## src/rtl/cpu_pkg.sv

```systemverilog
// Shared constants and types for the mini CPU front end.
package cpu_pkg;
  localparam int unsigned PC_WIDTH = 64;
  localparam logic [31:0] INSTR_NOP = 32'h0000_0013;

  typedef enum logic [1:0] {REQ, WAIT, DRAIN, FAULT} fetch_state_t;
endpackage

```

## src/rtl/fetch_unit_if.sv

```systemverilog
// Fetch stage bus: instruction memory request/response, redirect input and decode output.
interface fetch_unit_if #(
  parameter int unsigned PC_WIDTH = cpu_pkg::PC_WIDTH
) ();
  logic                imem_req_valid;
  logic                imem_req_ready;
  logic [PC_WIDTH-1:0] imem_addr;
  logic                imem_rsp_valid;
  logic [31:0]         imem_rsp_data;
  logic                redirect_valid;
  logic [PC_WIDTH-1:0] redirect_pc;
  logic                instr_valid;
  logic [31:0]         instr;
  logic [PC_WIDTH-1:0] instr_pc;
  logic                instr_ready;
  logic                fetch_fault;

  modport master (
    output imem_req_valid, imem_addr, instr_valid, instr, instr_pc, fetch_fault,
    input  imem_req_ready, imem_rsp_valid, imem_rsp_data, redirect_valid, redirect_pc,
           instr_ready
  );

  modport slave (
    input  imem_req_valid, imem_addr, instr_valid, instr, instr_pc, fetch_fault,
    output imem_req_ready, imem_rsp_valid, imem_rsp_data, redirect_valid, redirect_pc,
           instr_ready
  );
endinterface

```

## src/rtl/fetch_buffer.sv

```systemverilog
// Two-entry instruction FIFO with a registered head; flush overrides push and pop.
module fetch_buffer #(
  parameter int unsigned PC_WIDTH = cpu_pkg::PC_WIDTH
) (
  input  logic                clk,
  input  logic                rst,
  input  logic                push_i,
  input  logic                pop_i,
  input  logic                flush_i,
  input  logic [31:0]         instr_i,
  input  logic [PC_WIDTH-1:0] pc_i,
  output logic [1:0]          count_o,
  output logic                valid_o,
  output logic [31:0]         head_instr_o,
  output logic [PC_WIDTH-1:0] head_pc_o
);
  import cpu_pkg::*;

  logic [1:0]          count_q, count_d;
  logic [31:0]         head_instr_q, head_instr_d, tail_instr_q, tail_instr_d;
  logic [PC_WIDTH-1:0] head_pc_q, head_pc_d, tail_pc_q, tail_pc_d;
  logic                pop_en;

  always_comb begin
    count_d      = count_q;
    head_instr_d = head_instr_q;
    head_pc_d    = head_pc_q;
    tail_instr_d = tail_instr_q;
    tail_pc_d    = tail_pc_q;
    pop_en       = pop_i && (count_q != 2'd0);
    if (flush_i) begin
      count_d = 2'd0;
    end else if (push_i && pop_en) begin
      if (count_q == 2'd1) begin
        head_instr_d = instr_i;
        head_pc_d    = pc_i;
      end else begin
        head_instr_d = tail_instr_q;
        head_pc_d    = tail_pc_q;
        tail_instr_d = instr_i;
        tail_pc_d    = pc_i;
      end
    end else if (push_i) begin
      if (count_q == 2'd0) begin
        head_instr_d = instr_i;
        head_pc_d    = pc_i;
      end else begin
        tail_instr_d = instr_i;
        tail_pc_d    = pc_i;
      end
      count_d = count_q + 2'd1;
    end else if (pop_en) begin
      // Only shift when the tail holds a live word, so instr never shows a stale slot.
      if (count_q == 2'd2) begin
        head_instr_d = tail_instr_q;
        head_pc_d    = tail_pc_q;
      end
      count_d = count_q - 2'd1;
    end
  end

  always_ff @(posedge clk or posedge rst) begin
    if (rst) begin
      count_q      <= 2'd0;
      head_instr_q <= INSTR_NOP;
      head_pc_q    <= '0;
      tail_instr_q <= INSTR_NOP;
      tail_pc_q    <= '0;
    end else begin
      count_q      <= count_d;
      head_instr_q <= head_instr_d;
      head_pc_q    <= head_pc_d;
      tail_instr_q <= tail_instr_d;
      tail_pc_q    <= tail_pc_d;
    end
  end

  assign count_o      = count_q;
  assign valid_o      = count_q != 2'd0;
  assign head_instr_o = head_instr_q;
  assign head_pc_o    = head_pc_q;
endmodule

```

## src/rtl/fetch_unit.sv

```systemverilog
// Instruction fetch: PC, single-outstanding imem requests, redirect/squash, 2-entry buffer.
// Optional FETCH_MISALIGN_CHECK_EN traps misaligned redirects into a sticky fault state.
module fetch_unit #(
  parameter int unsigned         PC_WIDTH = cpu_pkg::PC_WIDTH,
  parameter logic [PC_WIDTH-1:0] RESET_PC = '0
) (
  input logic          clk,
  input logic          rst,
  fetch_unit_if.master bus
);
  import cpu_pkg::*;

  fetch_state_t        state_q, state_d;
  logic [PC_WIDTH-1:0] pc_q, pc_d, req_pc_q, req_pc_d, redirect_target;
  logic [1:0]          buf_count;
  logic                req_valid, handshake, push, flush, redirect_en;

`ifdef FETCH_MISALIGN_CHECK_EN
  logic fault_q, fault_d;
  assign redirect_target = bus.redirect_pc;
`else
  assign redirect_target = bus.redirect_pc & ~PC_WIDTH'(3);
`endif

  assign req_valid   = (state_q == REQ) && (buf_count != 2'd2);
  assign handshake   = req_valid && bus.imem_req_ready;
  assign redirect_en = bus.redirect_valid && (state_q != FAULT);

  always_comb begin
    state_d  = state_q;
    pc_d     = pc_q;
    req_pc_d = req_pc_q;
    push     = 1'b0;
    flush    = 1'b0;
`ifdef FETCH_MISALIGN_CHECK_EN
    fault_d  = fault_q;
`endif
    unique case (state_q)
      REQ: begin
        if (handshake) begin
          req_pc_d = pc_q;
          pc_d     = pc_q + PC_WIDTH'(4);
          state_d  = WAIT;
        end
      end
      WAIT: begin
        if (bus.imem_rsp_valid) begin
          push    = 1'b1;
          state_d = REQ;
        end
      end
      DRAIN: begin
        if (bus.imem_rsp_valid) state_d = REQ;
      end
      FAULT:   state_d = FAULT;
      default: state_d = REQ;
    endcase

    // A redirect squashes everything in flight; a request accepted this cycle is stale.
    if (redirect_en) begin
      flush = 1'b1;
      push  = 1'b0;
      pc_d  = redirect_target;
      if (state_q == REQ) state_d = handshake ? DRAIN : REQ;
      else                state_d = bus.imem_rsp_valid ? REQ : DRAIN;
`ifdef FETCH_MISALIGN_CHECK_EN
      if (bus.redirect_pc[1:0] != 2'b00) begin
        pc_d    = pc_q;
        state_d = FAULT;
        fault_d = 1'b1;
      end
`endif
    end
  end

  always_ff @(posedge clk or posedge rst) begin
    if (rst) begin
      state_q  <= REQ;
      pc_q     <= RESET_PC;
      req_pc_q <= '0;
    end else begin
      state_q  <= state_d;
      pc_q     <= pc_d;
      req_pc_q <= req_pc_d;
    end
  end

`ifdef FETCH_MISALIGN_CHECK_EN
  always_ff @(posedge clk or posedge rst) begin
    if (rst) fault_q <= 1'b0;
    else     fault_q <= fault_d;
  end
  assign bus.fetch_fault = fault_q;
`else
  assign bus.fetch_fault = 1'b0;
`endif

  fetch_buffer #(
    .PC_WIDTH(PC_WIDTH)
  ) u_buffer (
    .clk         (clk),
    .rst         (rst),
    .push_i      (push),
    .pop_i       (bus.instr_ready),
    .flush_i     (flush),
    .instr_i     (bus.imem_rsp_data),
    .pc_i        (req_pc_q),
    .count_o     (buf_count),
    .valid_o     (bus.instr_valid),
    .head_instr_o(bus.instr),
    .head_pc_o   (bus.instr_pc)
  );

  assign bus.imem_req_valid = req_valid;
  assign bus.imem_addr      = pc_q;
endmodule

```

## src/flat_wrapper.sv

```systemverilog
// flat-port wrapper written by rule: the top's interface ports become plain ports
module fetch_unit_flat import cpu_pkg::*;
#(
  parameter int unsigned         PC_WIDTH = cpu_pkg::PC_WIDTH,
  parameter logic [PC_WIDTH-1:0] RESET_PC = '0
)
  (clk, rst, bus_imem_req_valid, bus_imem_addr, bus_instr_valid, bus_instr, bus_instr_pc, bus_fetch_fault, bus_imem_req_ready, bus_imem_rsp_valid, bus_imem_rsp_data, bus_redirect_valid, bus_redirect_pc, bus_instr_ready);
  fetch_unit_if #(.PC_WIDTH(PC_WIDTH)) bus_i ();
  input logic clk;
  input logic rst;
  output wire logic [$bits(bus_i.imem_req_valid)-1:0] bus_imem_req_valid;
  output wire logic [$bits(bus_i.imem_addr)-1:0] bus_imem_addr;
  output wire logic [$bits(bus_i.instr_valid)-1:0] bus_instr_valid;
  output wire logic [$bits(bus_i.instr)-1:0] bus_instr;
  output wire logic [$bits(bus_i.instr_pc)-1:0] bus_instr_pc;
  output wire logic [$bits(bus_i.fetch_fault)-1:0] bus_fetch_fault;
  input wire logic [$bits(bus_i.imem_req_ready)-1:0] bus_imem_req_ready;
  input wire logic [$bits(bus_i.imem_rsp_valid)-1:0] bus_imem_rsp_valid;
  input wire logic [$bits(bus_i.imem_rsp_data)-1:0] bus_imem_rsp_data;
  input wire logic [$bits(bus_i.redirect_valid)-1:0] bus_redirect_valid;
  input wire logic [$bits(bus_i.redirect_pc)-1:0] bus_redirect_pc;
  input wire logic [$bits(bus_i.instr_ready)-1:0] bus_instr_ready;
  assign bus_imem_req_valid = bus_i.imem_req_valid;
  assign bus_imem_addr = bus_i.imem_addr;
  assign bus_instr_valid = bus_i.instr_valid;
  assign bus_instr = bus_i.instr;
  assign bus_instr_pc = bus_i.instr_pc;
  assign bus_fetch_fault = bus_i.fetch_fault;
  assign bus_i.imem_req_ready = bus_imem_req_ready;
  assign bus_i.imem_rsp_valid = bus_imem_rsp_valid;
  assign bus_i.imem_rsp_data = bus_imem_rsp_data;
  assign bus_i.redirect_valid = bus_redirect_valid;
  assign bus_i.redirect_pc = bus_redirect_pc;
  assign bus_i.instr_ready = bus_instr_ready;
  fetch_unit #(.PC_WIDTH(PC_WIDTH), .RESET_PC(RESET_PC)) u_core (.clk(clk), .rst(rst), .bus(bus_i));
endmodule
```

## config.mk

```make
export PLATFORM = sky130hd
export DESIGN_NAME = fetch_unit_flat
export DESIGN_NICKNAME = d
export VERILOG_FILES = /design/src/rtl/cpu_pkg.sv /design/src/rtl/fetch_unit_if.sv /design/src/rtl/fetch_buffer.sv /design/src/rtl/fetch_unit.sv /design/src/flat_wrapper.sv
export SDC_FILE = /design/constraint.sdc
export NUM_CORES = 1
export LEC_CHECK = 0
export BUFFER_PORTS_ARGS = -buffer_cell sky130_fd_sc_hd__buf_2
export CAP_MARGIN = 20
export CORE_AREA = 2 2 179 181
export CTS_CLUSTER_SIZE = 16
export DETAILED_ROUTE_END_ITERATION = 6
export DIE_AREA = 0 0 181 183
export GPL_ROUTABILITY_DRIVEN = 1
export MAX_ROUTING_LAYER = met4
export PLACE_DENSITY = 0.67
export RECOVER_POWER = 100
export SLEW_MARGIN = 20
export SYNTH_ARGS = -nofsm -noshare
export SYNTH_HDL_FRONTEND = slang
export SYNTH_SLANG_ARGS = --single-unit
```

## constraint.sdc

```tcl
create_clock -name clk -period 12.85 [get_ports clk]
set_input_delay 1.285 -clock clk [delete_from_list [all_inputs] [get_ports clk]]
set_output_delay 1.285 -clock clk [all_outputs]
set_load 0.03 [all_outputs]
```

==> metrics.txt, run 1 <==
# TYPE chip_impl_metric gauge
chip_impl_metric{name="asyncSetResetFlopFracSynth",unit="%"} 100
chip_impl_info{name="critical_path_class",value="input port to flop"} 1
chip_impl_metric{name="clock_slew_at_reported_path_ffs",unit="ns"} 0.06
chip_impl_info{name="cts_root_buffer",value="clkbuf_16"} 1
chip_impl_info{name="min-delay-path-class",value="flop to flop"} 1
chip_impl_metric{name="timing.final.crit_share",unit="%"} 54.5
chip_impl_metric{name="dp.final_hpwl",unit="um"} 23500
chip_impl_metric{name="postCtsHoldBufs",unit=""} 0
chip_impl_metric{name="drive_above_1_share",unit="%"} 17.2
chip_impl_metric{name="timing.final.max_slew_violations",unit=""} 440
chip_impl_metric{name="post_synth.cell_area_avg",unit="um2"} 10.5
chip_impl_metric{name="htree_levels",unit=""} 2
chip_impl_metric{name="areaGrowthSynthToFinish",unit="%"} 18.1
chip_impl_info{name="synth_top_cell_by_area",value="dfrtp_1"} 1
chip_impl_metric{name="grt_usage",unit="%"} 22.6
chip_impl_metric{name="fin_setup_tns",unit="ns"} 0
chip_impl_metric{name="count_of_maximum_capacitance_violations",unit=""} 9
chip_impl_metric{name="p_switching",unit="mW"} 1.75
chip_impl_metric{name="synth_compound_area_share",unit="%"} 7.61
chip_impl_metric{name="tightestPinTransition",unit="ns"} 6.03
chip_impl_metric{name="synth_top_area_share",unit="%"} 54.9
chip_impl_metric{name="leakage",unit="nW"} 8.06
chip_impl_metric{name="synthCells",unit=""} 1349
chip_impl_metric{name="hold_viol",unit=""} 0
chip_impl_metric{name="wire_per_inst",unit="um"} 18.0
chip_impl_metric{name="post_layout_nonfiller_instances",unit=""} 2004
chip_impl_info{name="grt_busiest_layer",value="met2"} 1
chip_impl_info{name="clock_tree_from_tritoncts",value="yes"} 1
chip_impl_metric{name="clock_sink_count",unit=""} 316
chip_impl_metric{name="post-route-min-period",unit="ns"} 7.00
chip_impl_info{name="timing.critical_path.to_type",value="flop"} 1
chip_impl_metric{name="pwr-share-seq",unit="%"} 40.7
chip_impl_metric{name="post-cts-setup-buffers",unit=""} 0
chip_impl_metric{name="power.share.switching",unit="%"} 40.8
chip_impl_metric{name="floorplan.die.height",unit="um"} 183
chip_impl_metric{name="clock-skew-final",unit="ns"} 0.0273
chip_impl_metric{name="p_clk_share",unit="%"} 24.8
chip_impl_metric{name="yosysWarnings",unit=""} 0
chip_impl_metric{name="synth-seq-cells",unit=""} 316
chip_impl_metric{name="yosysSeqAreaShare",unit="%"} 56.0
chip_impl_info{name="outcome",value="finished with violations"} 1
chip_impl_metric{name="required_time_of_the_worst_setup_path",unit="ns"} 13.20
chip_impl_metric{name="slowest_delay",unit="ns"} 2.18
chip_impl_metric{name="synth_fa_ha_area_share",unit="%"} 0.619
chip_impl_metric{name="worst_slew_margin_rel",unit="%"} -304
chip_impl_metric{name="numPlacedInstances",unit=""} 1938
chip_impl_metric{name="layout.nets",unit=""} 1684
chip_impl_metric{name="std_cell_rows",unit=""} 65
chip_impl_metric{name="die-area",unit="um2"} 33100
chip_impl_metric{name="core_area",unit="um2"} 31200
chip_impl_metric{name="arrival",unit="ns"} 7.35
chip_impl_metric{name="drt_pass1_iterations",unit=""} 5
chip_impl_metric{name="vias_in_the_first_global_route",unit=""} 10765
chip_impl_metric{name="finalWirelength",unit="um"} 36200
chip_impl_info{name="synth_ff_type",value="dfrtp_1"} 1
chip_impl_metric{name="globalRouteMet1Util",unit="%"} 31.0
chip_impl_metric{name="synth_simple_gate_area_share",unit="%"} 16.5
chip_impl_metric{name="grt_util_met2",unit="%"} 35.6
chip_impl_metric{name="grt_max_degree",unit=""} 181
chip_impl_info{name="synth.most_common_cell",value="dfrtp_1"} 1
chip_impl_metric{name="clock_path_buffers",unit=""} 3
chip_impl_info{name="setup_repair_after_global_routing_missed_its_margin",value="false"} 1
chip_impl_metric{name="ioPinCount",unit=""} 265
chip_impl_metric{name="max_clock_freq",unit="MHz"} 143
chip_impl_metric{name="dieWidth",unit="um"} 181
chip_impl_metric{name="share_comb_of_total_power",unit="%"} 34.4
chip_impl_metric{name="first_iter_violations",unit=""} 800
chip_impl_metric{name="power.density",unit="nW/um2"} 257
chip_impl_metric{name="post_synth_num_cell_types",unit=""} 45
chip_impl_metric{name="grt_first_pass_wirelength",unit="um"} 58500
chip_impl_info{name="worst_path_most_repeated_cell",value="clkbuf_1"} 1
chip_impl_metric{name="internal_power",unit="mW"} 2.54
chip_impl_metric{name="grt_antenna_before_repair",unit=""} 1
chip_impl_info{name="setup.worst_path.start_class",value="input port"} 1
chip_impl_info{name="largest_family_of_logic_cells_by_synthesized_area",value="simple AND/OR/NAND/NOR gates"} 1
chip_impl_metric{name="crit_path_max_fanout",unit=""} 74
chip_impl_info{name="critical_path_cell_list",value="clkbuf_1, nor2b_1, clkbuf_1, nor2_1, o21ai_0, clkbuf_1, mux2i_1, a21oi_1"} 1
chip_impl_metric{name="via_count_of_the_routed_design",unit=""} 10875
chip_impl_metric{name="drt-vias-per-instance",unit=""} 5.43
chip_impl_info{name="synthTopCellsByArea",value="dfrtp_1 55%, mux2_2 7.5%, mux2i_1 6.7%"} 1
chip_impl_metric{name="synth_area",unit="um2"} 14100
chip_impl_metric{name="grt.overflow.total",unit=""} 0
chip_impl_info{name="failed_checks",value="max-capacitance violations, max-slew violations"} 1
chip_impl_metric{name="route.antenna.remaining_nets",unit=""} 0
chip_impl_metric{name="drcViolationCount",unit=""} 0
chip_impl_metric{name="routabilityCongestion",unit=""} 0.804
chip_impl_metric{name="numCtsBuffers",unit=""} 36
chip_impl_metric{name="synth_edf_count",unit=""} 0
chip_impl_info{name="worst_path_cell_with_the_longest_stage_delay",value="clkbuf_1"} 1
chip_impl_metric{name="initial_utilization",unit="%"} 45.3
chip_impl_metric{name="peakVddDrop",unit="uV"} 139
chip_impl_info{name="ys_top_cells_by_count",value="310 x dfrtp_1, 246 x nand2_1, 134 x nor2_1, 99 x a21oi_1, 95 x mux2i_1"} 1
chip_impl_metric{name="synth.area.mux_share",unit="%"} 14.2
chip_impl_metric{name="synth_xor_area_share",unit="%"} 2.11
chip_impl_metric{name="numPortBuffers",unit=""} 257
chip_impl_metric{name="cts_resized",unit=""} 0
chip_impl_metric{name="setup_violations",unit=""} 0
chip_impl_metric{name="clkLatencyLatePin",unit="ns"} 0.51
chip_impl_metric{name="gr_layer_usage_met3",unit="%"} 3.61
-- cells in the final DEF, fill, tap and decap left out, types with 8 or more instances in the layout --
master     count
clkbuf_16     37
xor2_1        27
nor2_1       134
mux2i_1       95
a21oi_1       98
nand2_1      246
buf_2         97
or4_1         14
clkbuf_1     168
mux2_2        94
a31oi_1       27
nor4_1        11
dfrtp_1      310
o21ai_0       53
or3_1         15
inv_1         13
nand4_1       34
o31ai_1       14
clkinv_2       9
nand3_1       19
clkbuf_8       8
-- logic make-up (layout without fill, tap and decap cells) --
family | Yosys count | in the layout
fa+ha+maj | 7 | 7
compound gates | 198 | 198
mux | 189 | 189
other cells | 1 | 6
simple gates | 505 | 505
xor+xnor | 34 | 34
flops | 316 | 316
buf+inv | 99 | 347
-- metrics by stage --
stage / util, % / power, mW / setup slack, ns / area, um2 / hold WS [ns]
floorplan: - / 2.80 / 2.83 / 14200 / 0.463
global placement: 50.3 / 3.24 / 8.57 / 15700 / 0.477
detailed placement: 50.4 / 3.30 / 8.53 / 15700 / 0.485
CTS: 54.4 / 4.38 / 9.06 / 17000 / 0.499
global route: 53.5 / 4.57 / 4.96 / 16700 / 0.514
finish: 53.5 / 4.29 / 5.85 / 16700 / 0.495
-- flip-flops by register name, summed over array words and instances (netlist names) --
signal,flops
u_core.u_buffer.head_pc_o,62
u_core.state_q,2
u_core.u_buffer.head_instr_o,32
u_core.u_buffer.tail_instr_q,32
u_core.u_buffer.tail_pc_q,62
u_core.req_pc_q,62
u_core.u_buffer.count_o,2
u_core.bus.imem_addr,62
-- routing by layer --
layer | part of all wire, % | vias to the layer above
met5 | 0 | -
li1 | - | 5128
met1 | 46 | 5383
met2 | 47 | 321
met4 | 1.6 | 0
met3 | 5.6 | 43
-- critical path, delay by kind of cell --
kind                   cells  cell delay (ns)
buffers and inverters      3             4.11
AOI/OAI and AO/OA          2             1.19
muxes                      1             0.36
and+or+nand+nor            2             0.35
-- worst paths after layout --
check | slack, ns | startpoint | endpoint | cells past startpoint
max | 5.85 | bus_redirect_valid | u_core.u_buffer.head_pc_o[3]$_DFFE_PP0P_ | 8
min | 0.49 | u_core.req_pc_q[35]$_DFFE_PP0P_ | u_core.req_pc_q[35]$_DFFE_PP0P_ | 2
max reg2reg | 6.15 | u_core.state_q[0]$_DFFE_PP0P_ | u_core.u_buffer.head_pc_o[3]$_DFFE_PP0P_ | 8
min reg2reg | 0.49 | u_core.req_pc_q[35]$_DFFE_PP0P_ | u_core.req_pc_q[35]$_DFFE_PP0P_ | 2
max in group asynchronous | 7.50 | rst | u_core.u_buffer.tail_pc_q[28]$_DFFE_PP0P_ | 2
min in group asynchronous | 2.66 | rst | u_core.u_buffer.head_instr_o[21]$_DFFE_PP0P_ | 2
-- power by group through the flow --
stage | logic [mW] | registers (mW) | clock network [mW]
after detailed placement | 1.55 | 1.75 | 0
final | 1.48 | 1.75 | 1.07
after floorplan | 0.721 | 2.08 | 0
after global placement | 1.51 | 1.73 | 0
after CTS | 1.55 | 1.74 | 1.09
after global routing | 1.63 | 1.81 | 1.13
-- layout make-up --
| cell class | count | area, um2 |
|---|---|---|
| Timing Repair Buffer | 269 | 1190 |
| Sequential cell | 316 | 7920 |
| Clock buffer | 48 | 1050 |
| Tap cell | 402 | 503 |
| Inverter | 14 | 53.8 |
| Fill cell | 2893 | 14500 |
| Antenna cell | 1 | 2.50 |
| Multi-Input combinational cell | 938 | 5790 |
| Clock inverter | 16 | 194 |
(Power assumes the default switching activity.)
==> run 2, diff against run 1 <==
--- a/config.mk
+++ b/config.mk
@@ -13,7 +13,7 @@
 export DIE_AREA = 0 0 181 183
 export GPL_ROUTABILITY_DRIVEN = 1
 export MAX_ROUTING_LAYER = met4
-export PLACE_DENSITY = 0.67
+export PLACE_DENSITY = 0.7
 export RECOVER_POWER = 100
 export SLEW_MARGIN = 20
 export SYNTH_ARGS = -nofsm -noshare
==> constraint.sdc (replaced) <==
create_clock -name clk -period 5.8 [get_ports clk]
set_input_delay 0.58 -clock clk [delete_from_list [all_inputs] [get_ports clk]]
set_output_delay 0.58 -clock clk [all_outputs]
set_load 0.03 [all_outputs]
==> run 2 against run 1 <==
  * The run still ends with max-capacitance violations, max-slew violations left
  * Final area down 1.0%
  * Largest power group unchanged
  * Sequential share of layout area up 0.49 points
  * Register-to-register slack worse by 4.7 ns
  * Critical path type is now flop to flop
  * Via count up 0.51%
  * Routed wire length about the same
  * Critical path depth down 2
  * Total power up 120%
  * Clock power up 94%
==> metrics.txt, run 2 (synthesis results as in run 1) <==
# TYPE chip_impl_metric gauge
chip_impl_info{name="outcome",value="finished with violations"} 1
chip_impl_info{name="failed_checks",value="max-capacitance violations, max-slew violations"} 1
chip_impl_metric{name="core_area",unit="um2"} 31200
chip_impl_metric{name="wire_per_inst",unit="um"} 18.1
chip_impl_metric{name="areaGrowthSynthToFinish",unit="%"} 16.9
chip_impl_metric{name="arrival",unit="ns"} 4.74
chip_impl_metric{name="hold_worst_slack",unit="ns"} 0.292
chip_impl_metric{name="routabilityCongestion",unit=""} 0.808
chip_impl_metric{name="post_layout_nonfiller_instances",unit=""} 1997
chip_impl_metric{name="grt_usage",unit="%"} 22.4
chip_impl_metric{name="share_comb_of_total_power",unit="%"} 35.6
chip_impl_metric{name="placed_area",unit="um2"} 15800
chip_impl_metric{name="std_cell_rows",unit=""} 65
chip_impl_info{name="cts_root_buffer",value="clkbuf_16"} 1
chip_impl_metric{name="numPortBuffers",unit=""} 257
chip_impl_metric{name="post-place-ws",unit="ns"} 2.52
chip_impl_metric{name="layout.core_utilization",unit="%"} 52.9
chip_impl_info{name="critical_path_class",value="flop to flop"} 1
chip_impl_metric{name="route.antenna.remaining_nets",unit=""} 0
chip_impl_metric{name="clock_path_buffers",unit=""} 3
chip_impl_metric{name="timing.final.max_slew_violations",unit=""} 504
chip_impl_info{name="timing.critical_path.to_type",value="flop"} 1
chip_impl_metric{name="max_clock_freq",unit="MHz"} 229
chip_impl_metric{name="drt_pass1_iterations",unit=""} 5
chip_impl_metric{name="htree_levels",unit=""} 2
chip_impl_metric{name="numPlacedInstances",unit=""} 1941
chip_impl_metric{name="initial_utilization",unit="%"} 45.3
chip_impl_info{name="layout.cells.most_common",value="dfrtp_1"} 1
chip_impl_metric{name="post-route-cell-area",unit="um2"} 16500
chip_impl_metric{name="crit_path_max_fanout",unit=""} 59
chip_impl_info{name="setup_repair_after_global_routing_missed_its_margin",value="false"} 1
chip_impl_metric{name="tightestPinTransition",unit="ns"} 3.32
chip_impl_info{name="min-delay-path-class",value="input port to flop"} 1
chip_impl_metric{name="clock_sink_count",unit=""} 316
chip_impl_info{name="setup.worst_path.start_class",value="flop"} 1
chip_impl_metric{name="setup_violations",unit=""} 0
chip_impl_metric{name="first_iter_violations",unit=""} 616
chip_impl_metric{name="cts_resized",unit=""} 0
chip_impl_metric{name="p_clk_share",unit="%"} 22.6
chip_impl_metric{name="combined_area_of_the_multi_input_logic_cells",unit="um2"} 5810
chip_impl_metric{name="numCtsBuffers",unit=""} 35
chip_impl_metric{name="vias_in_the_first_global_route",unit=""} 10825
chip_impl_info{name="clock_tree_from_tritoncts",value="yes"} 1
chip_impl_metric{name="drt-vias-per-instance",unit=""} 5.47
chip_impl_metric{name="p_switching",unit="mW"} 3.83
chip_impl_metric{name="worst_slew_margin_rel",unit="%"} -121
chip_impl_metric{name="grt_max_degree",unit=""} 132
chip_impl_metric{name="ioPinCount",unit=""} 265
chip_impl_metric{name="p_total",unit="mW"} 9.24
chip_impl_metric{name="clkLatencyLatePin",unit="ns"} 0.50
chip_impl_metric{name="fin_setup_tns",unit="ns"} 0
chip_impl_metric{name="leakage",unit="nW"} 7.97
chip_impl_metric{name="timing.final.crit_share",unit="%"} 75.2
chip_impl_metric{name="post-cts-setup-buffers",unit=""} 0
chip_impl_info{name="highest_count_cells_in_the_layout_ignoring_fill_and_taps",value="310 x dfrtp_1, 246 x nand2_1, 172 x clkbuf_1, 134 x nor2_1"} 1
chip_impl_metric{name="postCtsHoldBufs",unit=""} 0
chip_impl_metric{name="pwr-share-seq",unit="%"} 41.9
chip_impl_metric{name="clock_slew_at_reported_path_ffs",unit="ns"} 0.06
chip_impl_metric{name="post-route-worst-setup-slack",unit="ns"} 1.44
chip_impl_metric{name="clock-skew-final",unit="ns"} 0.0213
chip_impl_metric{name="layout.nets",unit=""} 1685
chip_impl_metric{name="power.share.switching",unit="%"} 41.5
chip_impl_metric{name="grt_antenna_before_repair",unit=""} 1
chip_impl_metric{name="final.fill_count",unit=""} 2907
chip_impl_metric{name="required_time_of_the_worst_setup_path",unit="ns"} 6.18
chip_impl_metric{name="post-route-min-period",unit="ns"} 4.36
chip_impl_metric{name="floorplan.die.height",unit="um"} 183
chip_impl_metric{name="grt.overflow.total",unit=""} 0
chip_impl_metric{name="finalWirelength",unit="um"} 36200
chip_impl_metric{name="peakVddDrop",unit="uV"} 266
chip_impl_metric{name="drcViolationCount",unit=""} 0
chip_impl_metric{name="dp.final_hpwl",unit="um"} 23700
chip_impl_metric{name="drive_above_1_share",unit="%"} 16.6
chip_impl_metric{name="via_count_of_the_routed_design",unit=""} 10930
chip_impl_metric{name="register_area",unit="um2"} 7920
chip_impl_metric{name="dieWidth",unit="um"} 181
chip_impl_metric{name="count_of_maximum_capacitance_violations",unit=""} 8
chip_impl_metric{name="die-area",unit="um2"} 33100
chip_impl_metric{name="power.density",unit="nW/um2"} 559
chip_impl_metric{name="hold_viol",unit=""} 0
chip_impl_metric{name="internal_power",unit="mW"} 5.41
chip_impl_metric{name="grt_first_pass_wirelength",unit="um"} 58100
==> run 2: changes by cell type in the layout (fill, tap and decap cells not counted), sizes merged <==
cell / before / now
clkinv: 9 / 4
bufinv: 4 / 1
inv: 16 / 13
clkbuf: 213 / 215
buf: 104 / 105
clkinvlp: 1 / 2
==> run 2: critical path, stage by stage (launching register included) <==
cell	delay, ns
dfrtp_1	0.42
ha_1	0.24
nand2_1	0.16
nor2_1	0.11
nand2_1	2.15
buf_4	0.74
mux2_2	0.40
==> run 2: power by group through the flow <==
stage | Combinational [mW] | Clock (mW) | Sequential (mW)
2_1_floorplan | 1.60 | 0 | 4.61
3_3_place_gp | 3.36 | 0 | 3.83
3_5_place_dp | 3.45 | 0 | 3.87
4_1_cts | 3.46 | 2.13 | 3.84
5_1_grt | 3.61 | 2.23 | 3.99
6_report | 3.29 | 2.08 | 3.87
==> run 2: final cells by class <==
class,instances,area share (%)
Clock buffer,49,6.06
Clock inverter,6,0.348
Timing Repair Buffer,271,7.16
Sequential cell,316,47.9
Multi-Input combinational cell,938,35.2
Inverter,14,0.326
Tap cell,402,3.04
Antenna cell,1,0.0151
==> run 2: worst paths after layout <==
path                            slack (ns)  cells after the start                                           end                       startpoint
worst min register to register        0.49                      2               u_core.req_pc_q[32]$_DFFE_PP0P_  u_core.req_pc_q[32]$_DFFE_PP0P_
worst max register to register        1.44                      6  u_core.u_buffer.tail_instr_q[31]$_DFFE_PP0P_    u_core.state_q[0]$_DFFE_PP0P_
worst min-delay path                  0.29                      3          u_core.bus.imem_addr[27]$_DFFE_PP0P_              bus_redirect_pc[27]
min in group asynchronous             0.74                      3   u_core.u_buffer.tail_instr_q[3]$_DFFE_PP0P_                              rst
max in group asynchronous             2.17                      4     u_core.u_buffer.tail_pc_q[10]$_DFFE_PP0P_                              rst
worst max-delay path                  1.44                      6  u_core.u_buffer.tail_instr_q[31]$_DFFE_PP0P_    u_core.state_q[0]$_DFFE_PP0P_
==> run 2: layer usage <==
layer | part of all wire (%) | GRT usage (%) | vias to the layer above | wire length (um)
li1 | - | - | 5130 | -
met1 | 45 | 30.6 | 5415 | 16400
met2 | 47 | 35.4 | 337 | 17000
met3 | 5.7 | 3.32 | 48 | 2050
met4 | 2.0 | 5.79 | 0 | 717
met5 | 0 | - | - | 0
==> run 3, diff against run 2 <==
==> constraint.sdc (replaced) <==
create_clock -name clk -period 3.85 [get_ports clk]
set_input_delay 0.385 -clock clk [delete_from_list [all_inputs] [get_ports clk]]
set_output_delay 0.385 -clock clk [all_outputs]
set_load 0.03 [all_outputs]
==> run 3 against run 2 <==
  * Sequential share of layout area fell by 0.52 points
  * Global-route usage down 0.22 points
  * Final cell count increased by 0.55%
  * Largest cell class unchanged
  * Utilization is 0.58 points higher
  * Count of clock-buffer cells in the layout rose by 6
  * Total power increased by 52%
  * Critical path type unchanged
  * Via count down 0.54%
  * Final area rose by 1.1%
  * Routed wire length is 0.31% lower
  * The flow still finishes with violations (max-capacitance violations, max-slew violations)
  * Critical endpoint is now u_core.bus.imem_addr[62]$_DFFE_PP0P_
  * Sequential cell count did not move
  * Non-clock buffer count increased by 4
  * Worst setup slack worse by 0.66 ns
==> metrics.txt, run 3 (synthesis results as in run 1) <==
# TYPE chip_impl_metric gauge
chip_impl_metric{name="grt_max_degree",unit=""} 136
chip_impl_metric{name="peakVddDrop",unit="uV"} 456
chip_impl_metric{name="layout.nets",unit=""} 1690
chip_impl_metric{name="numCtsBuffers",unit=""} 36
chip_impl_metric{name="routabilityCongestion",unit=""} 0.773
chip_impl_metric{name="numPortBuffers",unit=""} 257
chip_impl_metric{name="clock_path_buffers",unit=""} 3
chip_impl_info{name="outcome",value="finished with violations"} 1
chip_impl_metric{name="grt.overflow.total",unit=""} 0
chip_impl_metric{name="first_iter_violations",unit=""} 624
chip_impl_metric{name="dp.final_hpwl",unit="um"} 24200
chip_impl_metric{name="drive_above_1_share",unit="%"} 17.7
chip_impl_metric{name="p_switching",unit="mW"} 5.80
chip_impl_metric{name="grt_usage",unit="%"} 22.2
chip_impl_info{name="cts_root_buffer",value="clkbuf_16"} 1
chip_impl_metric{name="vias_in_the_first_global_route",unit=""} 10708
chip_impl_metric{name="die-area",unit="um2"} 33100
chip_impl_metric{name="route.antenna.remaining_nets",unit=""} 0
chip_impl_metric{name="p_clk_share",unit="%"} 23.2
chip_impl_info{name="failed_checks",value="max-capacitance violations, max-slew violations"} 1
chip_impl_info{name="timing.critical_path.to_type",value="flop"} 1
chip_impl_metric{name="postCtsHoldBufs",unit=""} 0
chip_impl_metric{name="post-route-min-period",unit="ns"} 3.07
chip_impl_info{name="highest_count_cells_in_the_layout_ignoring_fill_and_taps",value="310 x dfrtp_1, 245 x nand2_1, 169 x clkbuf_1, 134 x nor2_1, 99 x buf_2"} 1
chip_impl_metric{name="count_of_maximum_capacitance_violations",unit=""} 2
chip_impl_metric{name="worst_slew_margin_rel",unit="%"} -22.7
chip_impl_metric{name="arrival",unit="ns"} 3.48
chip_impl_metric{name="setup_violations",unit=""} 0
chip_impl_metric{name="pwr-share-seq",unit="%"} 41.2
chip_impl_metric{name="hold_viol",unit=""} 0
chip_impl_metric{name="timing.final.crit_share",unit="%"} 79.7
chip_impl_metric{name="reg2regPathDepth",unit=""} 7
chip_impl_info{name="setup_repair_after_global_routing_missed_its_margin",value="false"} 1
chip_impl_metric{name="floorplan.die.height",unit="um"} 183
chip_impl_metric{name="internal_power",unit="mW"} 8.22
chip_impl_metric{name="cts_resized",unit=""} 0
chip_impl_metric{name="timing.final.max_slew_violations",unit=""} 219
chip_impl_metric{name="final.fill_count",unit=""} 2907
chip_impl_metric{name="hold_worst_slack",unit="ns"} 0.0893
chip_impl_metric{name="htree_levels",unit=""} 2
chip_impl_metric{name="leakage",unit="nW"} 8.09
chip_impl_metric{name="tightestPinTransition",unit="ns"} 1.84
chip_impl_metric{name="share_comb_of_total_power",unit="%"} 35.6
chip_impl_info{name="layout.cells.most_common",value="dfrtp_1"} 1
chip_impl_metric{name="clock_sink_count",unit=""} 316
chip_impl_metric{name="drt-vias-per-instance",unit=""} 5.41
chip_impl_metric{name="dieWidth",unit="um"} 181
chip_impl_metric{name="post-route-worst-setup-slack",unit="ns"} 0.780
chip_impl_metric{name="post-place-ws",unit="ns"} 0.917
chip_impl_metric{name="power.density",unit="nW/um2"} 839
chip_impl_metric{name="power.share.switching",unit="%"} 41.4
chip_impl_info{name="min-delay-path-class",value="input port to flop"} 1
chip_impl_metric{name="number_of_stages_on_the_worst_hold_path",unit=""} 3
chip_impl_metric{name="drcViolationCount",unit=""} 0
chip_impl_metric{name="post-cts-setup-buffers",unit=""} 0
chip_impl_metric{name="setup.reg_to_reg.worst_slack",unit="ns"} 0.78
chip_impl_info{name="clock_tree_from_tritoncts",value="yes"} 1
chip_impl_metric{name="drt_pass1_iterations",unit=""} 5
chip_impl_metric{name="crit_path_max_fanout",unit=""} 23
chip_impl_metric{name="std_cell_rows",unit=""} 65
chip_impl_metric{name="required_time_of_the_worst_setup_path",unit="ns"} 4.26
chip_impl_metric{name="wire_per_inst",unit="um"} 17.9
chip_impl_info{name="setup.worst_path.start_class",value="flop"} 1
chip_impl_metric{name="clkLatencyLatePin",unit="ns"} 0.50
chip_impl_info{name="critical_path_class",value="flop to flop"} 1
chip_impl_metric{name="via_count_of_the_routed_design",unit=""} 10871
chip_impl_metric{name="grt_first_pass_wirelength",unit="um"} 57400
chip_impl_metric{name="finalWirelength",unit="um"} 36000
chip_impl_metric{name="initial_utilization",unit="%"} 45.3
chip_impl_metric{name="core_area",unit="um2"} 31200
chip_impl_metric{name="areaGrowthSynthToFinish",unit="%"} 18.2
chip_impl_metric{name="clock-skew-final",unit="ns"} 0.0121
chip_impl_metric{name="ioPinCount",unit=""} 265
chip_impl_metric{name="grt_antenna_before_repair",unit=""} 1
chip_impl_metric{name="clock_slew_at_reported_path_ffs",unit="ns"} 0.06
chip_impl_metric{name="max_clock_freq",unit="MHz"} 326
run 3: critical path: stages (launching register included):
cell      delay [ns]
dfrtp_1         0.38
inv_1           0.08
ha_1            0.24
nand3b_4        0.40
nor4_4          0.60
nand3_1         0.47
or4_1           0.59
a31oi_1         0.20
run 3: per-stage QoR:
stage	util, %	cell area [um2]	setup TNS (ns)	cells	power, mW
finish	53.5	16700	0	2008	14.0
global route	53.5	16700	0	2008	14.9
CTS	54.4	17000	0	2007	14.3
detailed placement	50.7	15800	0	1945	11.0
global placement	50.7	15800	0	1945	10.8
floorplan	-	14200	-229.69	1353	9.35
run 3: layer usage:
metal / part of all wire, % / vias to the layer above / GRT usage [%]
li1: - / 5143 / -
met1: 45 / 5368 / 29.9
met3: 5.8 / 48 / 3.91
met4: 2.0 / 0 / 6.31
met5: 0 / - / -
met2: 47 / 312 / 34.7
run 3: path summary, 6_finish.rpt:
path,from,endpoint
worst max-delay path,u_core.u_buffer.count_o[0]$_DFFE_PP0P_,u_core.bus.imem_addr[62]$_DFFE_PP0P_
worst max register to register,u_core.u_buffer.count_o[0]$_DFFE_PP0P_,u_core.bus.imem_addr[62]$_DFFE_PP0P_
worst min register to register,u_core.req_pc_q[3]$_DFFE_PP0P_,u_core.req_pc_q[3]$_DFFE_PP0P_
worst min-delay path,bus_redirect_pc[4],u_core.bus.imem_addr[4]$_DFFE_PP0P_
max in group asynchronous,rst,u_core.req_pc_q[28]$_DFFE_PP0P_
min in group asynchronous,rst,u_core.u_buffer.head_instr_o[2]$_DFFE_PP0P_
run 3: cell type report:
class	instances	area [um2]	share of cell area, %
Tap cell	402	503	3.01
Clock buffer	55	1080	6.49
Inverter	14	53.8	0.322
Sequential cell	316	7920	47.4
Multi-Input combinational cell	938	5850	35.0
Clock inverter	7	43.8	0.262
Antenna cell	1	2.50	0.0150
Timing Repair Buffer	275	1250	7.49
run 3: power by group through the flow:
stage               logic (mW)  clock network (mW)  registers [mW]
floorplan                 2.41                   0            6.95
CTS                       5.26                3.33            5.75
detailed placement        5.22                   0            5.80
finish                    4.99                3.25            5.78
global placement          5.09                   0            5.73
global route              5.48                3.47            5.98
